### src/rtl/inst_queue.sv
// Instruction/PC FIFO between fetch and decode. Circular buffer with registered
// head/tail/count; flush clears all state synchronously with top priority.
module inst_queue #(
    parameter int QUEUE_LOG2 = 4,
    parameter int INST_W     = 32,
    parameter int ADDR_W     = 32
) (
    input  logic                  clk,
    input  logic                  rst_n,
    input  logic                  flush,
    input  logic                  in_valid,
    input  logic [INST_W-1:0]     in_inst,
    input  logic [ADDR_W-1:0]     in_pc,
    output logic                  in_ready,
    output logic                  out_valid,
    output logic [INST_W-1:0]     out_inst,
    output logic [ADDR_W-1:0]     out_pc,
    input  logic                  dec_ready,
    output logic [QUEUE_LOG2:0]   count
);

    localparam int unsigned DEPTH = 1 << QUEUE_LOG2;
    localparam logic [QUEUE_LOG2:0] FULL_COUNT = {1'b1, {QUEUE_LOG2{1'b0}}};

    logic [INST_W-1:0]     mem_inst [DEPTH];
    logic [ADDR_W-1:0]     mem_pc   [DEPTH];
    logic [QUEUE_LOG2-1:0] head;
    logic [QUEUE_LOG2-1:0] tail;
    logic                  full;
    logic                  empty;
    logic                  push;
    logic                  pop;

    always_comb begin
        full      = (count == FULL_COUNT);
        empty     = (count == '0);
        in_ready  = !full;
        out_valid = !empty;
        push      = in_valid && !full && !flush;
        pop       = !empty && dec_ready && !flush;
    end

    always_ff @(posedge clk or negedge rst_n) begin
        if (!rst_n) begin
            head  <= '0;
            tail  <= '0;
            count <= '0;
        end else if (flush) begin
            head  <= '0;
            tail  <= '0;
            count <= '0;
        end else begin
            if (push) tail <= tail + 1'b1;
            if (pop)  head <= head + 1'b1;
            case ({push, pop})
                2'b10:   count <= count + 1'b1;
                2'b01:   count <= count - 1'b1;
                default: count <= count;
            endcase
        end
    end

    // Entry storage carries no reset; validity is tracked by count alone.
    always_ff @(posedge clk) begin
        if (push) begin
            mem_inst[tail] <= in_inst;
            mem_pc[tail]   <= in_pc;
        end
    end

    always_comb begin
        out_inst = '0;
        out_pc   = '0;
        if (!empty) begin
            out_inst = mem_inst[head];
            out_pc   = mem_pc[head];
        end
    end

endmodule

### config.mk
export PLATFORM = sky130hd
export DESIGN_NAME = inst_queue
export DESIGN_NICKNAME = d
export VERILOG_FILES = /design/src/rtl/inst_queue.sv
export SDC_FILE = /design/constraint.sdc
export NUM_CORES = 1
export LEC_CHECK = 0
export ABC_AREA = 1
export CORE_MARGIN = 1
export CORE_UTILIZATION = 35
export CTS_CLUSTER_DIAMETER = 200
export DETAILED_ROUTE_END_ITERATION = 10
export GPL_ROUTABILITY_DRIVEN = 0
export MAX_ROUTING_LAYER = met4
export SYNTH_ARGS = -nofsm -noshare
export SYNTH_HDL_FRONTEND = slang
export SYNTH_SLANG_ARGS = --single-unit
### constraint.sdc
create_clock -name clk -period 5.46 [get_ports clk]
set_input_delay 0.819 -clock clk [delete_from_list [all_inputs] [get_ports clk]]
set_output_delay 0.819 -clock clk [all_outputs]
set_load 0.1 [all_outputs]
==> qor.yml <==
outcome:
  outcome: "finished, violations left"
  violations: "DRC"
global_route:
  antenna_found_initial: 11
  grt.overflow.total: 0
  grt_pass1_vias: 23800
  grt_max_degree: 213
  grt_pass1_wl_mm: 159
  track_usage_pct: 18.8
timing:
  worst_slew_pin_slew_ns: 1.08
  finalCriticalPeriod_ns: 4.63
  finalCritPeriodShare_pct: 84.7
  setup_viol: 0
  fin_skew_ns: 0.0299
  timing.fmax_mhz: 216
  fin_tns_setup_ns: 0
  rsz0062_at_grt: "false"
  drv_slew: 0
  finalHoldViolCount: 0
  relSlewSlack_pct: 28.1
  final.setup.worst_slack_ns: 0.835
clock_tree:
  ctsResizeCount: 0
  tritoncts: "done"
  holdBufCountCts: 0
  clock_path_buffers: 3
  cts-root-buf: "clkbuf_16"
  clock_sinks: 1037
  htreeDepth: 3
  cts_setup_buffers: 0
  cts.clk_slew.worst_paths_ns: 0.06
  clk_latency_ns: 0.69
  cts_buffers: 106
drt:
  drt-total-wl_mm: 108
  vias_per_cell: 5.43
  num_vias: 24700
  firstDrtPassIters: 8
  route.detailed.wl_per_inst_um: 23.7
  drt_iter0_markers: 2444
  antenna_left: 0
  drc: 20
floorplanning:
  rows: 124
  io_pins: 140
  start_util_pct: 35.3
  die_w_um: 342
  core-area_um2: 115000
  dieHeight_um: 342
  die-area_um2: 117000
synthesis:
  synth_cell_types: 34
  synth_most_common_cell: "edfxtp_1"
  yosysWarnings: 0
  syn_avg_cell_area_um2: 14.2
  synth_edf_count: 1024
  netlist_top_cells_area: "edfxtp_1, o21ai_0, nor2_1, o221ai_1, o211ai_1"
  synth_top_area_cell: "edfxtp_1"
  ys_top_cells_by_count: "edfxtp_1, nor2_1, o21ai_0"
  yosysSeqAreaShare_pct: 76.8
  async_reset_ff_share_pct: 1.25
  ys_seq_elements: 1037
  syn_inst: 2853
  syn_nets: 2929
  netlist_area_um2: 40500
  synth_top_cell_area_share_pct: 76.0
  synthFlopType: "edfxtp_1"
cells_and_area:
  areaGrowthSynthToFinish_pct: 16.0
  final_nets: 3023
  fin_area_um2: 46900
  layout-drive-gt1-share_pct: 10.2
setup_path:
  worst-endpoint-required_ns: 4.64
  start_kind: "register"
  cp.arrival_ns: 3.81
  end_kind: "output port"
  reg2reg_slack_ns: 2.48
  worstSetupPathType: "register to output port"
  crit_fanout: 81
placement:
  place_area_um2: 43600
  dp_hpwl_mm: 54.6
  placement.io_buffers: 139
  preCtsSetupSlack_ns: 1.55
power_and_ir_drop:
  peakVddDrop_mv: 0.543
  p_per_area_nw_per_um2: 513
  p_leak_nw: 14.6
run:
  maxCapViolCount: 0
hold_path:
  hold_class: "register to register"
## power by group
| group | internal, mW | total (mW) | switching, mW |
|---|---|---|---|
| clock network | 4.04 | 7.07 | 3.02 |
| logic | 1.66 | 8.08 | 6.42 |
| registers | 8.86 | 8.96 | 0.0921 |
## worst paths after layout
kind / start / endpoint / cells past startpoint
worst min-delay path: count[3] / count[3] / 2
worst min register to register: count[3] / count[3] / 2
min in group asynchronous: rst_n / count[2] / 1
worst max-delay path: head[1] / out_pc[12] / 6
max in group asynchronous: rst_n / head[0] / 1
worst max register to register: count[1] / mem_inst[1][3] / 9
## metrics by stage
stage / std cells / utilization [%] / power, mW / hold WS, ns
final: 4552 / 41.0 / 24.1 / 0.560
after global placement: 4351 / 38.0 / 17.2 / 0.547
after detailed placement: 4351 / 38.0 / 17.3 / 0.552
after CTS: 4542 / 41.0 / 24.3 / 0.570
after floorplan: 2853 / - / 15.1 / 0.523
after global routing: 4551 / 41.0 / 25.0 / 0.631
## flip-flops by register name, indices dropped and copies added, names as in the netlist
register / flops
head: 4
mem_inst: 512
tail: 4
count: 5
mem_pc: 512
## per-layer routing
metal / part of all wire [%] / global-route usage (%) / vias up
li1: - / - / 11200
met1: 43 / 24.9 / 12600
met2: 48 / 30.0 / 749
met3: 5.9 / 2.85 / 153
met4: 2.3 / 5.24 / 0
met5: 0 / - / -
## cell usage in the layout (no fill, tap or decap), drive strengths merged, types with 26 or more instances in the layout
cell / count
o21ai: 523
clkdlybuf4s50: 80
nand3: 66
inv: 26
nand2: 37
buf: 124
o221ai: 178
clkbuf: 129
o22ai: 78
edfxtp: 1024
nor2: 537
o211ai: 78
clkinv: 45
a21oi: 68
## layout make-up
| class | instances | area (um2) |
|---|---|---|
| Fill cell | 10400 | 67600 |
| Antenna cell | 10 | 25.0 |
| Inverter | 20 | 109 |
| Tap cell | 1512 | 1890 |
| Timing Repair Buffer | 204 | 2080 |
| Multi-Input combinational cell | 1578 | 8390 |
| Sequential cell | 1037 | 31100 |
| Clock buffer | 129 | 2780 |
| Clock inverter | 62 | 574 |
## cell families (layout without fill, tap and decap cells)
| group | after synthesis | after routing | synth area share (%) |
|---|---|---|---|
| fa+ha+maj | 7 | 7 | 0.216 |
| buf+inv | 238 | 415 | 2.75 |
| flops | 1037 | 1037 | 76.8 |
| xor+xnor | 1 | 1 | 0.0217 |
| compound gates | 927 | 927 | 13.9 |
| other cells | 0 | 10 | 0 |
| simple gates | 643 | 643 | 6.35 |
## worst max-delay path: stages (launching register included)
cell and delay [ns]:
dfrtp_4 0.66, inv_8 0.50, o21ai_0 0.18, o221ai_1 0.20, o211ai_1 0.12, a21oi_1 0.26, clkdlybuf4s50_1 1.19
No activity file was read; power rests on OpenSTA's default activity.
